File: src/rtl/ps2_device_tx.sv
// Device-side PS/2 transmitter: owns the PS/2 clock, sends 11-bit frames (start, 8 data LSB first,
// odd parity, stop) through open-drain enables, backs off on host inhibit and retries the byte.
module ps2_device_tx #(
   parameter int QTR      = 1000,
   parameter int IDLE_CYC = 2500
) (
   input  logic       CLOCK_50,
   input  logic       reset_n,
   input  logic [7:0] tx_data,
   input  logic       tx_valid,
   output logic       tx_ready,
   output logic       tx_done,
   output logic       tx_abort,
   output logic       host_rts,
   input  logic       ps2_clk_in,
   input  logic       ps2_dat_in,
   output logic       ps2_clk_oe,
   output logic       ps2_dat_oe
);

   localparam int SLOT = 4 * QTR;
   localparam int PW   = (SLOT > 1) ? $clog2(SLOT) : 1;
   localparam int IW   = $clog2(IDLE_CYC + 1);

   localparam logic [PW-1:0] P_LAST   = PW'(SLOT - 1);
   localparam logic [PW-1:0] P_LO     = PW'(QTR);
   localparam logic [PW-1:0] P_HI     = PW'(3 * QTR);
   localparam logic [IW-1:0] IDLE_END = IW'(IDLE_CYC);
   localparam logic [2:0]    HOLD     = 3'd4;
   localparam logic [3:0]    BIT_LAST = 4'd10;
   localparam logic [3:0]    BIT_END  = 4'd11;
   localparam logic [3:0]    BIT_CHK  = 4'd9;

   typedef enum logic [1:0] {S_IDLE, S_WAIT_IDLE, S_SEND} state_t;

   state_t        state;
   logic          clk_sync_p0, clk_sync_p1;
   logic          dat_sync_p0, dat_sync_p1;
   logic [7:0]    tx_byte;
   logic          tx_par;
   logic [IW-1:0] idle_cnt;
   logic [PW-1:0] phase;
   logic [3:0]    bit_idx;
   logic [2:0]    rel_cnt;
   logic          bus_idle;
   logic          clk_low_win;
   logic          inhibit;

   // Frame bit by index: 0 start, 1..8 data LSB first, 9 parity, 10 stop.
   function automatic logic frame_bit(input logic [7:0] b, input logic par, input logic [3:0] idx);
      logic [15:0] fr;
      fr = {5'b11111, 1'b1, par, b, 1'b0};
      return fr[idx];
   endfunction

   assign bus_idle    = clk_sync_p1 & dat_sync_p1;
   assign clk_low_win = (phase >= P_LO) && (phase < P_HI);

   // rel_cnt hides our own released clock until the synchronized pad has had time to rise.
   assign inhibit = (state == S_SEND) && (bit_idx <= BIT_CHK) && !ps2_clk_oe &&
                    (rel_cnt == HOLD) && !clk_sync_p1;

   always_ff @(posedge CLOCK_50 or negedge reset_n) begin
      if (!reset_n) begin
         state       <= S_IDLE;
         clk_sync_p0 <= 1'b0;
         clk_sync_p1 <= 1'b0;
         dat_sync_p0 <= 1'b0;
         dat_sync_p1 <= 1'b0;
         tx_byte     <= '0;
         tx_par      <= 1'b0;
         idle_cnt    <= '0;
         phase       <= '0;
         bit_idx     <= '0;
         rel_cnt     <= '0;
         tx_ready    <= 1'b1;
         tx_done     <= 1'b0;
         tx_abort    <= 1'b0;
         host_rts    <= 1'b0;
         ps2_clk_oe  <= 1'b0;
         ps2_dat_oe  <= 1'b0;
      end else begin
         clk_sync_p0 <= ps2_clk_in;
         clk_sync_p1 <= clk_sync_p0;
         dat_sync_p0 <= ps2_dat_in;
         dat_sync_p1 <= dat_sync_p0;
         tx_done     <= 1'b0;
         tx_abort    <= 1'b0;
         host_rts    <= 1'b0;

         if (ps2_clk_oe)
            rel_cnt <= '0;
         else if (rel_cnt != HOLD)
            rel_cnt <= rel_cnt + 3'd1;

         case (state)
            S_IDLE: begin
               tx_ready   <= 1'b1;
               ps2_clk_oe <= 1'b0;
               ps2_dat_oe <= 1'b0;
               if (tx_valid && tx_ready) begin
                  tx_byte  <= tx_data;
                  tx_par   <= ~^tx_data;
                  tx_ready <= 1'b0;
                  idle_cnt <= '0;
                  state    <= S_WAIT_IDLE;
               end
            end

            S_WAIT_IDLE: begin
               ps2_clk_oe <= 1'b0;
               ps2_dat_oe <= 1'b0;
               host_rts   <= clk_sync_p1 & ~dat_sync_p1;
               if (idle_cnt == IDLE_END) begin
                  state   <= S_SEND;
                  phase   <= '0;
                  bit_idx <= '0;
               end else if (bus_idle) begin
                  idle_cnt <= idle_cnt + 1'b1;
               end else begin
                  idle_cnt <= '0;
               end
            end

            S_SEND: begin
               if (inhibit) begin
                  ps2_clk_oe <= 1'b0;
                  ps2_dat_oe <= 1'b0;
                  tx_abort   <= 1'b1;
                  idle_cnt   <= '0;
                  state      <= S_WAIT_IDLE;
               end else begin
                  ps2_clk_oe <= clk_low_win;
                  if (phase == '0) begin
                     if (bit_idx == BIT_END) begin
                        ps2_dat_oe <= 1'b0;
                        ps2_clk_oe <= 1'b0;
                        tx_done    <= 1'b1;
                        state      <= S_IDLE;
                     end else begin
                        ps2_dat_oe <= ~frame_bit(tx_byte, tx_par, bit_idx);
                     end
                  end
                  if (phase == P_LAST) begin
                     phase <= '0;
                     if (bit_idx <= BIT_LAST)
                        bit_idx <= bit_idx + 4'd1;
                  end else begin
                     phase <= phase + 1'b1;
                  end
               end
            end

            default: state <= S_IDLE;
         endcase
      end
   end

endmodule

File: config.mk
export PLATFORM = sky130hd
export DESIGN_NAME = ps2_device_tx
export DESIGN_NICKNAME = d
export VERILOG_FILES = /design/src/rtl/ps2_device_tx.sv
export SDC_FILE = /design/constraint.sdc
export NUM_CORES = 1
export LEC_CHECK = 0
export CAP_MARGIN = 10
export CELL_PAD_IN_SITES_DETAIL_PLACEMENT = 0
export CELL_PAD_IN_SITES_GLOBAL_PLACEMENT = 2
export CORE_ASPECT_RATIO = 0.6
export CORE_MARGIN = 2
export CORE_UTILIZATION = 38
export DETAILED_ROUTE_END_ITERATION = 6
export PLACE_DENSITY_LB_ADDON = 0.15
export REMOVE_ABC_BUFFERS = 1
export SLEW_MARGIN = 30
export SYNTH_ARGS = -nofsm -noshare
export SYNTH_HDL_FRONTEND = slang
export SYNTH_SLANG_ARGS = --single-unit
File: constraint.sdc
create_clock -name CLOCK_50 -period 2.5 [get_ports CLOCK_50]
set_clock_uncertainty 0.1 [all_clocks]
set_input_delay 0.375 -clock CLOCK_50 [delete_from_list [all_inputs] [get_ports CLOCK_50]]
set_output_delay 0.375 -clock CLOCK_50 [all_outputs]
set_load 0.05 [all_outputs]
-- After elaboration in Yosys (flattened, before gate mapping)
Index checks and enable logic that the tools add are counted.
- add/subtract/negate cells: 4
- $lt $le $gt $ge: 5
- equality and inequality tests: 16
- mux-type cells: 40
- bitwise gates (word level): 4
- reductions and logical operators: 22
- operators with widths (cell ; number):
    12-bit two-way mux ; 7
    12-bit one-hot mux with 3 select lines ; 1
    12-bit by 1-bit adder with 12-bit output (second input constant) ; 2
    12-bit == test (second input constant) ; 2
    12-bit one-hot mux with 2 select lines ; 1
    4-bit two-way mux ; 4
    1-bit two-way mux ; 15
    12-bit by 10-bit greater-or-equal comparator with 1-bit output (second input constant) ; 1
    12-bit logical NOT ; 1
    12-bit less-than comparator (second input constant) ; 1
    2-bit two-way mux ; 5
    2-bit != test (second input constant) ; 5
    4-bit <= comparator (second input constant) ; 2
    4-bit one-hot mux with 2 select lines ; 1
    4-bit AND reduction ; 2
    8-bit XNOR reduction ; 1
    1-bit logical AND ; 6
    3-bit two-way mux ; 2
    3-bit by 2-bit != test with 1-bit output (second input constant) ; 2
    2-bit one-hot mux with 3 select lines ; 1
    2-bit nonzero test ; 3
    4-bit by 5-bit less-than comparator with 1-bit output (second input constant) ; 1
    5-bit AND reduction ; 1
    4-bit by 1-bit adder with 4-bit output (second input constant) ; 1
    17 further kinds ; 23
- register bits after elaboration: 52
- input bits: 13
- output and inout port bits: 6
- word-level logic and storage cells: 108

-- Longest topological paths before layout
Gate-level depths: netlist of run 1.
- depth in word-level cells: 7
- gate-level depth with buffers: 9

-- Least setup slack after synthesis of run 1
Ideal clock, no wire load.
- path type: register to register
- start point: register bit_idx[0]
- end point: register phase[5]
- data arrival time: 1.997 ns
- required time: 2.330 ns
- path slack: 0.333 ns
- stages on the path, launching flop included: 8
- buffers on the path: 1
- path through: dfrtp_1 -> clkbuf_1 -> inv_1 -> ha_1 -> o21bai_1 -> a22oi_1 -> or4b_2 -> nand3_1
- longest elaborated chain between the ends: 7
- RTL lines (item ; line ; source):
    start, declared ; 43 ; logic [3:0] bit_idx;
    start signal, assigned ; 147 ; bit_idx <= bit_idx + 4'd1;
    4-bit <= comparator ; 60 ; assign inhibit = (state == S_SEND) && (bit_idx <= BIT_CHK) && !ps2_clk_oe &&
    1-bit logical AND (3 in a row) ; 60 ;
    1-bit logical AND ; 61 ; (rel_cnt == HOLD) && !clk_sync_p1;
    2-bit != test (no source line) ; -- ;
    3-bit AND reduction (no source line) ; -- ;
    end signal, assigned ; 149 ; phase <= phase + 1'b1;
    end, declared ; 42 ; logic [PW-1:0] phase;
Every way passes these cells.
A chain may end at the register's enable or synchronous reset.

-- Final worst setup path of run 1
- start point: register phase[0]
- end point: register bit_idx[0]
- longest elaborated chain between the ends: 3
- RTL lines (item ; line ; source):
    12-bit == test ; 144 ; if (phase == P_LAST) begin
    2-bit by 1-bit != test with 1-bit output (no source line) ; -- ;
    5-bit AND reduction (no source line) ; -- ;
Every way passes these cells.

==> impl_metrics.yaml, run 1 <==
global_route:
  gr-total-overflow: 0
  grt_start_max_net_pins: 29
  antenna_found_initial: 0
  grt_use_total_pct: 17.9
  first_global_vias: 2120
  grt_pass1_wl_mm: 11.5
cts:
  postCtsHoldBufs: 0
  cts_setup_buffers: 0
  htreeDepth: 2
  clkTransAtPathRegs_ns: 0.08
  cts.path.max_buffers: 2
  cts_buffers: 5
  ctsRootBufferMaster: "clkbuf_16"
  clk_latency_ns: 0.30
  cts_sinks: 52
  cts_tree: "done"
die:
  ios: 19
  core_area_um2: 7330
  die_w_um: 117
  rows: 24
  dieArea_um2: 8370
  initial_core_util_pct: 39.6
  die_y_um: 71.7
synth:
  avgSynthCellArea_um2: 9.97
  synthSimpleGateAreaFrac_pct: 20.6
  synth_edf_count: 0
  ys.flop_type: "dfrtp_1"
  synth-adder-area-share_pct: 3.88
  synth_top_family_by_area: "simple AND/OR/NAND/NOR gates"
  synth-async-reset-ratio_pct: 100
  synth_cells: 291
  yosys_warnings: 0
  synth_seq_cells: 52
  yosysSeqAreaShare_pct: 44.9
  synth_cell_type_count: 60
  synth.area.mux_share_pct: 5.78
  synth_compound_area_share_pct: 18.4
  netlist_area_um2: 2900
  yosys.area_share.xor_xnor_pct: 2.42
sta:
  final-max-slew-violation-count: 0
  grt_setup_unrepaired: "false"
  finalCritPeriodShare_pct: 87.2
  finalHoldViolations: 0
  fin_setup_tns_ns: 0
  relSlewSlack_pct: 55.7
  worst_pin_slew_ns: 0.664
  fmax_mhz: 459
  finalCriticalPeriod_ns: 2.18
  setup_viol: 0
placement:
  place.gp.congestion: 0.775
  post_dp_cell_area_um2: 3240
  place_inst: 412
  io_buffers: 18
  hpwl_mm: 5.16
worst_setup_path:
  r2r_slack_ns: 0.32
  worstPathCellList: "ha_1, nand3_4, or4_4, a2111oi_4, mux2_2"
  cp_num_buf_inv: 0
  end_kind: "flop"
  path_max_fanout: 10
  start_kind: "flop"
  cp_data_required_time_ns: 2.64
  crit_type: "reg -> reg"
  critical-path-max-stage-delay_ns: 0.66
  path_delay_family: "simple AND/OR/NAND/NOR gates"
  worstPathArrival_ns: 2.32
  cpMaxStageDelayCell: "or4_4"
route:
  dr.pass1.iters: 4
  wl_mm: 6.94
  ant_nets: 0
  via_count: 2346
  drtIter0Drc: 164
  vias_per_cell: 5.59
  drc: 0
  wl_per_cell_um: 16.5
finish:
  layout.cells.non_filler: 420
  syn2layout_area_growth_pct: 17.2
  final_nets: 337
  fin_area_um2: 3400
  drive_above_1_share_pct: 15.5
  fill_cells: 739
  diodes: 0
worst_hold_path:
  hold_path.class: "in -> async"
pwr:
  vdd_drop_max_v: 0.000230
  leakagePower_nw: 1.44
  p_per_area_nw_per_um2: 486
flow_run:
  drv_cap: 0
outcome:
  status: "completed"
synthesized netlist by cell type (3+ instances only):
| master | n | area share [%] |
|---|---|---|
| a211o_1 | 3 | 0.91 |
| a21oi_1 | 10 | 1.7 |
| a22o_1 | 5 | 1.5 |
| a31oi_1 | 15 | 3.2 |
| a32o_1 | 3 | 1.0 |
| and3_1 | 5 | 1.1 |
| clkbuf_1 | 12 | 1.6 |
| dfrtp_1 | 51 | 44 |
| ha_1 | 9 | 3.9 |
| inv_1 | 13 | 1.7 |
| mux2_2 | 12 | 4.7 |
| nand2_1 | 15 | 1.9 |
| nand2b_1 | 5 | 1.1 |
| nand3_1 | 16 | 2.8 |
| nand3b_1 | 3 | 0.78 |
| nand4_1 | 5 | 1.1 |
| nor2_1 | 23 | 3.0 |
| nor2b_1 | 3 | 0.65 |
| nor3_1 | 9 | 1.6 |
| nor4_1 | 5 | 1.1 |
| o21ai_0 | 15 | 2.6 |
| xnor2_1 | 8 | 2.4 |
worst reg2reg max path, stage by stage, from the launching register on:
cell       delay, ns
dfrtp_1         0.39
ha_1            0.26
nand3_4         0.14
or4_4           0.66
a2111oi_4       0.37
mux2_2          0.21
what timing repair did:
action / 4_1_cts / 5_1_grt
resized for setup: 0 / 1
setup endpoints to repair: 0 / 1
hold endpoints to repair: 0 / 0
flip-flops by register name, indices dropped and copies added (netlist names):
| signal | cells |
|---|---|
| tx_abort | 1 |
| host_rts | 1 |
| clk_sync_p0 | 1 |
| clk_sync_p1 | 1 |
| bit_idx | 4 |
| tx_done | 1 |
| tx_byte | 8 |
| tx_par | 1 |
| tx_ready | 1 |
| state | 2 |
| dat_sync_p0 | 1 |
| ps2_dat_oe | 1 |
| phase | 12 |
| ps2_clk_oe | 1 |
| rel_cnt | 3 |
| dat_sync_p1 | 1 |
| idle_cnt | 12 |
layout by cell type, fill, tap and decap left out, drive strengths merged, types with 6 or more instances in the layout:
cell type	count
nand2	15
nor2	23
nand3	17
inv	14
nor3	9
a21oi	10
nand4	6
o21ai	15
a31oi	15
ha	9
and3	7
clkdlybuf4s50	17
xnor2	8
dfrtp	51
buf	15
mux2	12
cells by family after synthesis:
logic type                 Yosys count
AOI/OAI and AO/OA                   74
xor gates and xnor gates             8
adders and majority gates            9
buffers and inverters               28
DFF                                 52
muxes                               14
and+or+nand+nor                    106
metal layers:
metal | vias up | GRT usage, % | wire [um]
met3 | 5 | 5.50 | 449
li1 | 1135 | - | -
met2 | 60 | 22.2 | 2600
met1 | 1146 | 29.9 | 3850
met4 | 0 | 3.14 | 43
met5 | - | 0 | 0
worst paths after layout:
path                                            start                      to  cells past startpoint
worst max-delay path             phase[0]$_DFFE_PN0P_  bit_idx[0]$_DFFE_PN0P_                      5
worst min-delay path                          reset_n  rel_cnt[1]$_DFFE_PN0P_                      1
worst max register to register   phase[0]$_DFFE_PN0P_  bit_idx[0]$_DFFE_PN0P_                      5
worst min register to register  dat_sync_p0$_DFF_PN0_   dat_sync_p1$_DFF_PN0_                      0
max in group asynchronous                     reset_n    phase[6]$_DFFE_PN0P_                      2
min in group CLOCK_50           dat_sync_p0$_DFF_PN0_   dat_sync_p1$_DFF_PN0_                      0
per-stage QoR:
step / setup slack, ns / utilization, % / hold WS [ns] / power, mW
6_report: 0.319 / 46.4 / 0.00924 / 1.65
5_1_grt: 0.215 / 46.4 / 0.0648 / 1.73
4_1_cts: 0.202 / 46.3 / 0.0402 / 1.68
3_5_place_dp: 0.254 / 44.2 / 0.239 / 0.959
3_3_place_gp: 0.314 / 44.2 / 0.235 / 0.958
2_1_floorplan: 0.466 / - / -0.0206 / 0.906
power breakdown:
part / internal (mW) / switching, mW / total, mW
combinational: 0.0396 / 0.0463 / 0.0859
clock: 0.381 / 0.333 / 0.714
sequential: 0.848 / 0.00561 / 0.854
cell type report:
type	count	area [um2]	share of cell area (%)
Inverter	13	48.8	1.44
Timing Repair Buffer	32	280	8.24
Sequential cell	52	1300	38.3
Multi-Input combinational cell	211	1490	43.7
Clock inverter	3	27.5	0.810
Tap cell	104	130	3.83
Clock buffer	5	125	3.68
Note: power is estimated with default switching activity, not from simulation.
==> inputs of run 2 (changes only) <==
- ABC_CLOCK_PERIOD_IN_PS: default -> 2500
- CORE_UTILIZATION: 38 -> 30
==> run 2 against run 1 <==
The flow now finishes with violations (negative hold slack). Sequential share of layout area decreased by 0.32 points. Setup slack worse by 0.083 ns. Power up 4.5%. Routed wire length rose by 7.1%. Via count decreased by 1.0%. Non-clock buffer count shrank 2. Utilization is 9.5 points lower. Global-route usage shrank 2.4 points.
==> impl_metrics.yaml, run 2 (same netlist as run 1, synthesis figures left out) <==
worst_setup_path:
  crit_type: "reg -> reg"
  r2r_slack_ns: 0.24
  start_kind: "flop"
  cp_data_required_time_ns: 2.62
  crit_path_start: "phase[0]$_DFFE_PN0P_"
  end_kind: "flop"
  ff2ff_path_depth: 5
  r2r_end: "bit_idx[2]$_DFFE_PN0P_"
  path_max_fanout: 9
  critPathCapture: "bit_idx[2]$_DFFE_PN0P_"
  regToRegStartpoint: "phase[0]$_DFFE_PN0P_"
  worstPathArrival_ns: 2.39
finish:
  fill_cells: 953
  diodes: 0
  post-route-util_pct: 36.9
  final_nets: 335
  final_cell_mix: "51 x dfrtp_1, 23 x nor2_1, 17 x clkdlybuf4s50_1, 16 x nand3_1"
  layout.cells.non_filler: 444
  syn2layout_area_growth_pct: 18.2
  layout.cells.most_common: "dfrtp_1"
  largestRegisters: "idle_cnt (12), phase (12), tx_byte (8)"
  drive_above_1_share_pct: 14.6
  multi_input_area_um2: 1490
  seq_area_um2: 1300
pwr:
  leakagePower_nw: 1.44
  p_per_area_nw_per_um2: 504
  vdd_drop_max_v: 0.000233
flow_run:
  drv_cap: 0
placement:
  place.gp.congestion: 0.761
  io_buffers: 18
  place_inst: 436
  hpwl_mm: 5.37
  preCtsSetupSlack_ns: 0.208
global_route:
  grt_pass1_wl_mm: 12.2
  grt_use_total_pct: 15.5
  antenna_found_initial: 0
  first_global_vias: 2185
  gr-total-overflow: 0
  grt_start_max_net_pins: 25
cts:
  cts.path.max_buffers: 2
  cts_sinks: 52
  cts_tree: "done"
  htreeDepth: 2
  cts_buffers: 5
  clkTransAtPathRegs_ns: 0.07
  clk_latency_ns: 0.29
  postCtsHoldBufs: 0
  ctsRootBufferMaster: "clkbuf_16"
outcome:
  violations: "negative hold slack"
  status: "finished with violations"
sta:
  setup_viol: 0
  finalHoldViolations: 22
  grt_setup_unrepaired: "false"
  finalCriticalPeriod_ns: 2.26
  final-max-slew-violation-count: 0
  relSlewSlack_pct: 54.3
  fmax_mhz: 442
  whs_ns: -0.0140
  worst_slack_ns: 0.236
  fin_setup_tns_ns: 0
  finalCritPeriodShare_pct: 90.5
  worst_pin_slew_ns: 0.685
route:
  wl_mm: 7.44
  wl_per_cell_um: 16.8
  vias_per_cell: 5.23
  drc: 0
  dr.pass1.iters: 4
  via_count: 2322
  drtIter0Drc: 157
  ant_nets: 0
die:
  core_area_um2: 9290
  die_w_um: 131
  rows: 27
  initial_core_util_pct: 31.2
  ios: 19
  die_y_um: 80.2
  dieArea_um2: 10500
worst_hold_path:
  hold_path.class: "in -> async"
==> run 2: cell count changes in the layout (fill, tap and decap cells not counted), sizes merged <==
cell / before / now
buf: 15 / 13
inv: 14 / 13
bufinv: 0 / 1
clkinvlp: 1 / 0
clkbuf: 5 / 6
==> run 2: layout make-up <==
| type | count | area share, % |
|---|---|---|
| well taps | 130 | 4.74 |
| flip-flops and latches | 52 | 38.0 |
| clock buffers | 6 | 3.76 |
| inverters | 13 | 1.42 |
| clock inverters | 2 | 1.02 |
| multi-input cells | 211 | 43.3 |
| repair buffers | 30 | 7.74 |
==> run 2: per-layer routing <==
layer	part of all wire (%)	track usage, %	vias up
met5	0	0	-
met4	0.34	3.19	0
met3	2.4	3.80	2
met2	38	20.6	29
met1	59	24.7	1154
li1	-	-	1137
==> run 2: worst max-delay path, cell delays in order (launching register included) <==
cell and delay (ns):
dfrtp_1 0.39, ha_1 0.27, nand3_4 0.15, o41a_1 0.60, or4_1 0.52, a21oi_1 0.15
==> run 2: worst min path at each step <==
stage	from	to	slack (ns)	cells past startpoint
final	reset_n	tx_byte[2]$_DFFE_PN0P_	-0.01	1
after floorplan	reset_n	bit_idx[0]$_DFFE_PN0P_	-0.02	0
after global placement	dat_sync_p0$_DFF_PN0_	dat_sync_p1$_DFF_PN0_	0.23	0
after global routing	reset_n	tx_byte[2]$_DFFE_PN0P_	0.02	1
after detailed placement	dat_sync_p0$_DFF_PN0_	dat_sync_p1$_DFF_PN0_	0.24	0
after CTS	reset_n	bit_idx[1]$_DFFE_PN0P_	0.003	1
==> run 2: repair_timing <==
action,CTS,global route
resized for setup,0,1
setup endpoints to repair,0,8
setup buffers,0,0
endpoints found under the hold margin,0,0
==> run 2: stage by stage <==
step / total power [mW] / cell area, um2
2_1_floorplan: 0.906 / 2830
3_3_place_gp: 0.958 / 3260
3_5_place_dp: 0.959 / 3260
4_1_cts: 1.76 / 3420
5_1_grt: 1.81 / 3430
6_report: 1.73 / 3430
==> run 2: power by group <==
group          leakage, nW  total, mW  switching, mW  internal (mW)
Clock               0.0808      0.788          0.316          0.472
Combinational        0.653     0.0857         0.0471         0.0386
Sequential           0.701      0.855        0.00626          0.849
